--- src/rtl/instr_decode_pkg.sv ---
// Shared widths, field-offset helpers and constants for the instruction decode buffer.
// Default widths describe a 16-bit word: [15:12] op, [11:8] A, [7:4] ext op, [3:0] B.
// The immediate is the low EXT_OP_CODE_BITS + REG_BITS bits of the word.
package instr_decode_pkg;

    localparam int unsigned DefWidth          = 16;
    localparam int unsigned DefRegBits        = 4;
    localparam int unsigned DefOpCodeBits     = 4;
    localparam int unsigned DefExtOpCodeBits  = 4;
    localparam int unsigned DefCntBits        = 8;
    localparam int unsigned DefRtypeOpcode    = 0;

    // Field offsets for the default widths.
    localparam int unsigned DefOpLsb  = DefWidth - DefOpCodeBits;
    localparam int unsigned DefALsb   = DefOpLsb - DefRegBits;
    localparam int unsigned DefExtLsb = DefRegBits;
    localparam int unsigned DefBLsb   = 0;

    // Immediate occupies the ext op code and B index fields.
    function automatic int unsigned imm_bits(input int unsigned ext_bits,
                                             input int unsigned reg_bits);
        return ext_bits + reg_bits;
    endfunction

    // LSB of the A index field for arbitrary widths.
    function automatic int unsigned a_lsb(input int unsigned width,
                                          input int unsigned op_bits,
                                          input int unsigned reg_bits);
        return width - op_bits - reg_bits;
    endfunction

endpackage

--- src/rtl/instr_field_decode.sv ---
// Combinational field splitter for one instruction word.
// Ports:
//   instr_i        raw instruction word
//   op_code_o      major op code (top bits)
//   a_index_o      A register index (below op code)
//   ext_op_code_o  extended op code (below A index)
//   b_index_o      B register index (low bits)
//   immediate_o    low IMM_BITS, sign- or zero-extended per SIGN_EXT_MASK[op_code]
//   is_rtype_o     op code equals RTYPE_OPCODE
module instr_field_decode
    import instr_decode_pkg::*;
#(
    parameter int unsigned WIDTH            = DefWidth,
    parameter int unsigned REG_BITS         = DefRegBits,
    parameter int unsigned OP_CODE_BITS     = DefOpCodeBits,
    parameter int unsigned EXT_OP_CODE_BITS = DefExtOpCodeBits,
    parameter logic [2**OP_CODE_BITS-1:0] SIGN_EXT_MASK = '0,
    parameter int unsigned RTYPE_OPCODE     = DefRtypeOpcode
) (
    input  logic [WIDTH-1:0]            instr_i,
    output logic [OP_CODE_BITS-1:0]     op_code_o,
    output logic [REG_BITS-1:0]         a_index_o,
    output logic [EXT_OP_CODE_BITS-1:0] ext_op_code_o,
    output logic [REG_BITS-1:0]         b_index_o,
    output logic [WIDTH-1:0]            immediate_o,
    output logic                        is_rtype_o
);

    localparam int unsigned ImmBits = imm_bits(EXT_OP_CODE_BITS, REG_BITS);
    localparam int unsigned ALsb    = a_lsb(WIDTH, OP_CODE_BITS, REG_BITS);
    localparam int unsigned ExtLsb  = REG_BITS;

    logic [ImmBits-1:0] imm_raw;
    logic               sign_fill;

    assign op_code_o     = instr_i[WIDTH-1 -: OP_CODE_BITS];
    assign a_index_o     = instr_i[ALsb +: REG_BITS];
    assign ext_op_code_o = instr_i[ExtLsb +: EXT_OP_CODE_BITS];
    assign b_index_o     = instr_i[REG_BITS-1:0];
    assign imm_raw       = instr_i[ImmBits-1:0];

    // Extension policy follows this word's own op code.
    assign sign_fill   = SIGN_EXT_MASK[op_code_o] & imm_raw[ImmBits-1];
    assign immediate_o = {{(WIDTH-ImmBits){sign_fill}}, imm_raw};
    assign is_rtype_o  = (op_code_o == OP_CODE_BITS'(RTYPE_OPCODE));

endmodule

--- src/rtl/instr_decode_buffer.sv ---
// Registered, valid/ready decode buffer: output register plus one skid entry.
// Words are decoded on entry so both entries hold pre-decoded fields and all field
// outputs come straight from registers.
// Ports:
//   clk, reset                 clock and synchronous active-high reset
//   flush                      drop both entries (counter kept)
//   in_valid/in_ready          fetch handshake, in_instruction is the offered word
//   out_valid/out_ready        consumer handshake for the decoded fields
//   op_code .. is_rtype        decoded fields of the head entry
//   accepted_count             wrapping count of accepted words
module instr_decode_buffer
    import instr_decode_pkg::*;
#(
    parameter int unsigned WIDTH            = DefWidth,
    parameter int unsigned REG_BITS         = DefRegBits,
    parameter int unsigned OP_CODE_BITS     = DefOpCodeBits,
    parameter int unsigned EXT_OP_CODE_BITS = DefExtOpCodeBits,
    parameter logic [2**OP_CODE_BITS-1:0] SIGN_EXT_MASK = '0,
    parameter int unsigned RTYPE_OPCODE     = DefRtypeOpcode,
    parameter int unsigned CNT_BITS         = DefCntBits
) (
    input  logic                        clk,
    input  logic                        reset,
    input  logic                        flush,
    input  logic                        in_valid,
    output logic                        in_ready,
    input  logic [WIDTH-1:0]            in_instruction,
    output logic                        out_valid,
    input  logic                        out_ready,
    output logic [OP_CODE_BITS-1:0]     op_code,
    output logic [REG_BITS-1:0]         A_index_out,
    output logic [EXT_OP_CODE_BITS-1:0] ext_op_code,
    output logic [REG_BITS-1:0]         B_index_out,
    output logic [WIDTH-1:0]            immediate_value,
    output logic                        is_rtype,
    output logic [CNT_BITS-1:0]         accepted_count
);

    if (OP_CODE_BITS + 2 * REG_BITS + EXT_OP_CODE_BITS != WIDTH) begin : g_width_check
        $fatal(1, "instr_decode_buffer: field widths do not sum to WIDTH");
    end

    localparam int unsigned FieldBits = OP_CODE_BITS + 2 * REG_BITS + EXT_OP_CODE_BITS + WIDTH + 1;

    logic [OP_CODE_BITS-1:0]     dec_op;
    logic [REG_BITS-1:0]         dec_a;
    logic [EXT_OP_CODE_BITS-1:0] dec_ext;
    logic [REG_BITS-1:0]         dec_b;
    logic [WIDTH-1:0]            dec_imm;
    logic                        dec_rtype;
    logic [FieldBits-1:0]        dec_fields;

    logic                 out_valid_q, out_valid_d;
    logic                 skid_valid_q, skid_valid_d;
    logic [FieldBits-1:0] out_fields_q, out_fields_d;
    logic [FieldBits-1:0] skid_fields_q, skid_fields_d;
    logic [CNT_BITS-1:0]  count_q, count_d;
    logic                 accept;

    instr_field_decode #(
        .WIDTH            (WIDTH),
        .REG_BITS         (REG_BITS),
        .OP_CODE_BITS     (OP_CODE_BITS),
        .EXT_OP_CODE_BITS (EXT_OP_CODE_BITS),
        .SIGN_EXT_MASK    (SIGN_EXT_MASK),
        .RTYPE_OPCODE     (RTYPE_OPCODE)
    ) u_decode (
        .instr_i       (in_instruction),
        .op_code_o     (dec_op),
        .a_index_o     (dec_a),
        .ext_op_code_o (dec_ext),
        .b_index_o     (dec_b),
        .immediate_o   (dec_imm),
        .is_rtype_o    (dec_rtype)
    );

    assign dec_fields = {dec_op, dec_a, dec_ext, dec_b, dec_imm, dec_rtype};

    assign in_ready = !skid_valid_q && !flush && !reset;
    assign accept   = in_valid && in_ready;

    always_comb begin
        out_valid_d   = out_valid_q;
        skid_valid_d  = skid_valid_q;
        out_fields_d  = out_fields_q;
        skid_fields_d = skid_fields_q;
        count_d       = count_q;
        if (flush) begin
            // Fields are left as they were; only the valid bits are cleared.
            out_valid_d  = 1'b0;
            skid_valid_d = 1'b0;
        end else begin
            if (!out_valid_q || out_ready) begin
                if (skid_valid_q) begin
                    out_valid_d  = 1'b1;
                    out_fields_d = skid_fields_q;
                    skid_valid_d = accept;
                    if (accept) begin
                        skid_fields_d = dec_fields;
                    end
                end else begin
                    out_valid_d = accept;
                    if (accept) begin
                        out_fields_d = dec_fields;
                    end
                end
            end else if (accept) begin
                skid_valid_d  = 1'b1;
                skid_fields_d = dec_fields;
            end
            count_d = count_q + CNT_BITS'(accept);
        end
    end

    always_ff @(posedge clk) begin
        if (reset) begin
            out_valid_q   <= 1'b0;
            skid_valid_q  <= 1'b0;
            out_fields_q  <= '0;
            skid_fields_q <= '0;
            count_q       <= '0;
        end else begin
            out_valid_q   <= out_valid_d;
            skid_valid_q  <= skid_valid_d;
            out_fields_q  <= out_fields_d;
            skid_fields_q <= skid_fields_d;
            count_q       <= count_d;
        end
    end

    assign out_valid      = out_valid_q;
    assign accepted_count = count_q;
    assign {op_code, A_index_out, ext_op_code, B_index_out, immediate_value, is_rtype} =
        out_fields_q;

endmodule

--- config.mk ---
export PLATFORM = sky130hd
export DESIGN_NAME = instr_decode_buffer
export DESIGN_NICKNAME = d
export VERILOG_FILES = /design/src/rtl/instr_decode_pkg.sv /design/src/rtl/instr_field_decode.sv /design/src/rtl/instr_decode_buffer.sv
export SDC_FILE = /design/constraint.sdc
export NUM_CORES = 1
export LEC_CHECK = 0
export ABC_AREA = 0
export BUFFER_PORTS_ARGS = -buffer_cell sky130_fd_sc_hd__buf_2
export CORE_MARGIN = 1.5
export CORE_UTILIZATION = 50
export DETAILED_ROUTE_END_ITERATION = 12
export PLACE_DENSITY = 0.72
export SYNTH_ARGS = -nofsm -noshare
export SYNTH_HDL_FRONTEND = slang
export SYNTH_HIERARCHICAL = 1
export SYNTH_SLANG_ARGS = --single-unit
--- constraint.sdc ---
create_clock -name clk -period 2.9 [get_ports clk]
set_clock_uncertainty 0.15 [all_clocks]
set_input_delay 0.29 -clock clk [delete_from_list [all_inputs] [get_ports clk]]
set_output_delay 0.29 -clock clk [all_outputs]
set_load 0.1 [all_outputs]
**Word-level counts from Yosys, hierarchy flattened**

Memory sizes are Yosys's and may differ from the RTL's.
Cells that the tools add are included.

- Memories: 1
- Input port bits: 21
- Bits in registers: 76
- Logic and storage cells: 35
- Bits in read-only memories: 16
- Output and inout port bits: 43

Memory list:

| memory | words | bits a word | rd ports | clocked after Yosys merged registers in | write ports | line | text |
|---|---|---|---|---|---|---|---|
| (name not given) | 16 | 1 | 1 | 0 | 0 | instr_field_decode.sv:43 | `assign sign_fill = SIGN_EXT_MASK[op_code_o] & imm_raw[ImmBits-1];` |

- Order comparisons: 1
- Equal/unequal tests: 1
- Multiplexer cells: 10
- Reductions and logical operators: 14
- Bitwise logic cells: 2
- Add/subtract/negate cells: 1

Operators by type and width:

| cell | count |
|---|---|
| $mux W33 | 5 |
| $add A8 B1 Y8 | 1 |
| $lt A4 B5 Y1 const B | 1 |
| $mux W1 | 5 |
| $logic_not A1 Y1 | 4 |
| $logic_not A4 Y1 | 1 |
| $reduce_bool A2 Y1 | 2 |
| $logic_and A1 B1 Y1 | 3 |
| $reduce_and A3 Y1 | 1 |
| $ne A2 B2 Y1 const B | 1 |
| $reduce_and A2 Y1 | 1 |
| $reduce_or A2 Y1 | 1 |
| $and A1 B1 Y1 | 1 |
| $logic_or A1 B1 Y1 | 1 |
| $not A1 Y1 | 1 |

**Longest topological paths before layout**

- Depth in word-level cells: 7
- Gate-level depth with buffers: 10
- Depth with buffers taken out: 7

**Hierarchy**

Netlist, hierarchy kept.

By module, submodules not included:

| module | area each (sq um) | sequential area each (sq um) | instances | cells each |
|---|---|---|---|---|
| instr_decode_buffer | 3,493.4 | 1,521.5 | 1 | 383 |
| instr_field_decode | 256.5 | 0.0 | 1 | 34 |

**Worst setup path before layout**

Ideal clock, no wire load.

- Kind: in2out
- From: in reset
- To: out in_ready
- Cell stages on the path: 4
- Required time: 2.460 ns
- Path slack: -0.455 ns
- Data arrival time: 2.915 ns
- Path buffers: 3
- Path through: clkbuf_1 clkbuf_1 buf_1 nor3_1

- Longest elaborated chain between the ends: 2

RTL lines:

| item | line | text |
|---|---|---|
| from (decl) | instr_decode_buffer.sv:23 | `input logic reset,` |
| $logic_not A1 Y1 | instr_decode_buffer.sv:79 | `assign in_ready = !skid_valid_q && !flush && !reset;` |
| $logic_and A1 B1 Y1 | instr_decode_buffer.sv:79 |  |
| to (decl) | instr_decode_buffer.sv:26 | `output logic in_ready,` |

Every way passes these cells.

**Final worst setup path**

- From: reg skid_valid_q
- To: reg count_q[6], in the netlist accepted_count[6]

- Longest elaborated chain between the ends: 5

RTL lines:

| item | line | text |
|---|---|---|
| from (decl) | instr_decode_buffer.sv:54 | `logic skid_valid_q, skid_valid_d;` |
| from (signal assigned) | instr_decode_buffer.sv:124 | `skid_valid_q <= skid_valid_d;` |
| $logic_not A1 Y1 | instr_decode_buffer.sv:79 |  |
| $logic_and A1 B1 Y1 (2 in series) | instr_decode_buffer.sv:79 |  |
| $logic_and A1 B1 Y1 | instr_decode_buffer.sv:80 | `assign accept = in_valid && in_ready;` |
| $add A8 B1 Y8 | instr_decode_buffer.sv:111 | `count_d = count_q + CNT_BITS'(accept);` |
| to (signal assigned) | instr_decode_buffer.sv:127 | `count_q <= count_d;` |
| to (decl) | instr_decode_buffer.sv:57 | `logic [CNT_BITS-1:0] count_q, count_d;` |

Every way passes these cells.
A chain may end at the register's enable or synchronous reset.

==> flow_summary_export.csv <==
group,metric,value,unit
timing,finalCritPeriodShare,77.07,%
worst_setup_path,rrSetupSlack,0.66,ns
global_routing,first_global_vias,2542,
timing,period_needed,2.235,ns
detailed_routing,via_per_inst,5.266,
place,post-dp-hpwl,4676,um
finish,final_cells,542,
floorplanning,ioPinCount,64,
worst_setup_path,cp.arrival,2.36,ns
floorplanning,initial_core_util,51.70,%
clocking,clockBufferDepth,2,
timing,tns,0,ns
timing,tightest_slew,0.6053,ns
yosys,ys_ff_latch,76,
global_routing,grt_use_met2,30.33,%
finish,final_nets,463,
worst_setup_path,critPathCapture,"accepted_count[6]",
detailed_routing,dr.pass1.iters,5,
global_routing,grt_busiest_layer,"met2",
place,port-buffer-count,63,
yosys,yosysSeqAreaShare,40.57,%
yosys,synth_top_area_share,40.57,%
yosys,synthArstFlopShare,0,%
finish,final_layout_size_suffix_gt1_share,27.77,%
clocking,clkTransAtPathRegs,0.07,ns
clocking,clkSinkCount,76,
detailed_routing,antenna_left,0,
yosys,syn_inst,417,
detailed_routing,route.detailed.drc,0,
floorplanning,die-area,8028,um2
worst_setup_path,end_kind,"register",
timing,hold_violations,0,
yosys,synth_flop_cell,"dfxtp_1",
clocking,ctsRootBufferMaster,"clkbuf_8",
worst_setup_path,critPathMaxFanout,3,
finish,stdcell_area,4035,um2
detailed_routing,vias,2854,
global_routing,antenna_found_initial,0,
status,status,"complete, no violations",
yosys,ys_top_cells_by_area,"dfxtp_1 (41%), mux2_2 (9.9%), mux2i_1 (9.3%)",
place,dpl_cell_area,3879,um2
global_routing,grt-ovfl-total,0,
clocking,cts_buffers,9,
detailed_routing,drt_iter0_markers,199,
clocking,cts-htree-levels,3,
timing,slew_violations,0,
timing,rsz0062_at_grt,"false",
timing,slew_headroom,59.65,%
worst_setup_path,r2r_cells,7,
clocking,cts_tree,"done",
worst_hold_path,hp-class,"input pin to register",
place,placedCellCount,528,
timing,hold_ws,0.06489,ns
worst_setup_path,criticalPathCategory,"register to register",
run,maxCapViolCount,0,
global_routing,gr-usage-met3,3.656,%
yosys,synth_area,3750,um2
yosys,synth.distinct_cells,32,
worst_setup_path,timing.rr.end,"accepted_count[6]",
global_routing,use_met1,25.73,%
clocking,post-cts-setup-buffer-count,0,
floorplanning,rows,31,
pwr,total_leakage_power,0.001632,uW
clocking,cts_hold_buf,0,
clocking,insertion_delay,0.34,ns
global_routing,grt_start_max_net_pins,58,
pwr,ir_worst_vdd,0.2327,mV
yosys,synth_top_area_cell,"dfxtp_1",
finish,finish.utilization,55.63,%
worst_setup_path,r2r_start,"skid_valid_q",
pwr,power.density,508.1,nW/um2
place,gp_congestion,0.7305,
yosys,ys.warnings.count,6,
finish,antenna_cells,0,
timing,setup_viol,0,
detailed_routing,wire_per_inst,13.91,um
floorplanning,die-height,89.60,um
clocking,cts-resized-gates,0,
floorplanning,die-width,89.60,um
timing,fmaxAchievable,447.4,MHz
worst_setup_path,critPathLaunchType,"register",
worst_setup_path,crit_start,"skid_valid_q",
worst_setup_path,cp.required,3.02,ns
global_routing,grt_pass1_wl,11960,um
global_routing,grt_usage,19.34,%
detailed_routing,wl,7539,um
floorplanning,core,7253,um2
yosys,syn_area_per_cell,8.992,um2
yosys,synth_edf_count,0,
finish,area_delta_synth_final,7.608,%
==> how the worst min path moves through the flow <==
stage	startpoint	to	slack, ns	cells after the start
detailed placement	skid_fields_q[12]	skid_fields_q[12]	0.32	2
floorplan	skid_fields_q[0]	skid_fields_q[0]	0.30	2
CTS	in_instruction[9]	skid_fields_q[26]	0.06	3
global placement	skid_fields_q[9]	skid_fields_q[9]	0.31	2
global route	in_instruction[10]	skid_fields_q[27]	0.06	3
finish	in_instruction[9]	skid_fields_q[26]	0.06	3
==> cell families (layout without fill, tap and decap cells) <==
group	after synthesis	count (layout)	share of synthesized area, %
flops	76	76	40.57
other cells	1	8	0.1000
buf+inv	69	88	11.41
simple gates	126	126	17.55
compound gates	72	72	9.743
mux	68	68	19.25
fa+ha+maj	2	2	0.6672
xor+xnor	3	3	0.7008
==> critical path, cell delays in order, from the launching register on <==
cell and delay [ns]:
dfxtp_2 0.32, or4b_1 0.58, clkinv_4 0.07, ha_1 0.18
ha_1 0.17, nand4b_1 0.17, or3_1 0.38, a21oi_1 0.14
==> routing by layer <==
layer	vias up	part of all wire [%]	wire length, um
met2	60	47	3528
li1	1431	-	-
met4	0	2.0	148
met1	1352	47	3558
met5	-	0	0
met3	11	4.0	304
==> power by group <==
group	internal [uW]	total [uW]	switching, uW
combinational	71.2	301	230
sequential	1060	1070	8.48
clock	320	678	358
total	1450	2050	596
==> registers in the layout, summed over array words and instances, names as in the netlist <==
name	flops
skid_fields_q	33
accepted_count	8
skid_valid_q	1
out_fields_q	33
out_valid	1
==> through the flow <==
stage | power (uW) | setup WS (ns)
2_1_floorplan | 1368 | 0.4009
3_3_place_gp | 1393 | 0.5661
3_5_place_dp | 1396 | 0.5002
4_1_cts | 2070 | 0.6762
5_1_grt | 2137 | 0.5739
6_report | 2050 | 0.6649
==> cell type report <==
cell class                 instances  area [um2]
timing repair buffer              72       385.4
fill                             684        3218
clock inverter                     3       15.01
inverter                           2       12.51
clock buffer                      11       141.4
sequential                        76        1523
tap                               99       123.9
multi-input combinational        279        1834
==> synthesized netlist by cell type, types with 2 or more instances <==
cell      instances
a21oi_1          34
buf_1             3
buf_2            11
buf_4            32
buf_6             4
clkbuf_1         17
dfxtp_1          76
ha_1              2
mux2_2           33
mux2i_1          35
nand2_1           3
nand2b_1          2
nand3_1          33
nand4b_1          3
nor2_1           40
nor2b_1          37
o21ai_0          18
o21ai_1          18
or4_1             2
xor2_1            2
==> cells in the final DEF (no fill, tap or decap), types with 2 or more instances in the layout <==
| cell | n |
|---|---|
| clkinv_2 | 3 |
| nor2_1 | 40 |
| xor2_1 | 2 |
| buf_4 | 10 |
| nand3_1 | 33 |
| conb_1 | 8 |
| nand2b_1 | 2 |
| or4_1 | 2 |
| mux2_2 | 33 |
| dfxtp_1 | 75 |
| o21ai_1 | 18 |
| clkbuf_8 | 10 |
| nor2b_1 | 36 |
| nand4b_1 | 3 |
| a21oi_1 | 34 |
| o21ai_0 | 18 |
| ha_1 | 2 |
| buf_2 | 62 |
| mux2i_1 | 35 |
| nand2_1 | 3 |
No activity file was read; power rests on OpenSTA's default activity.
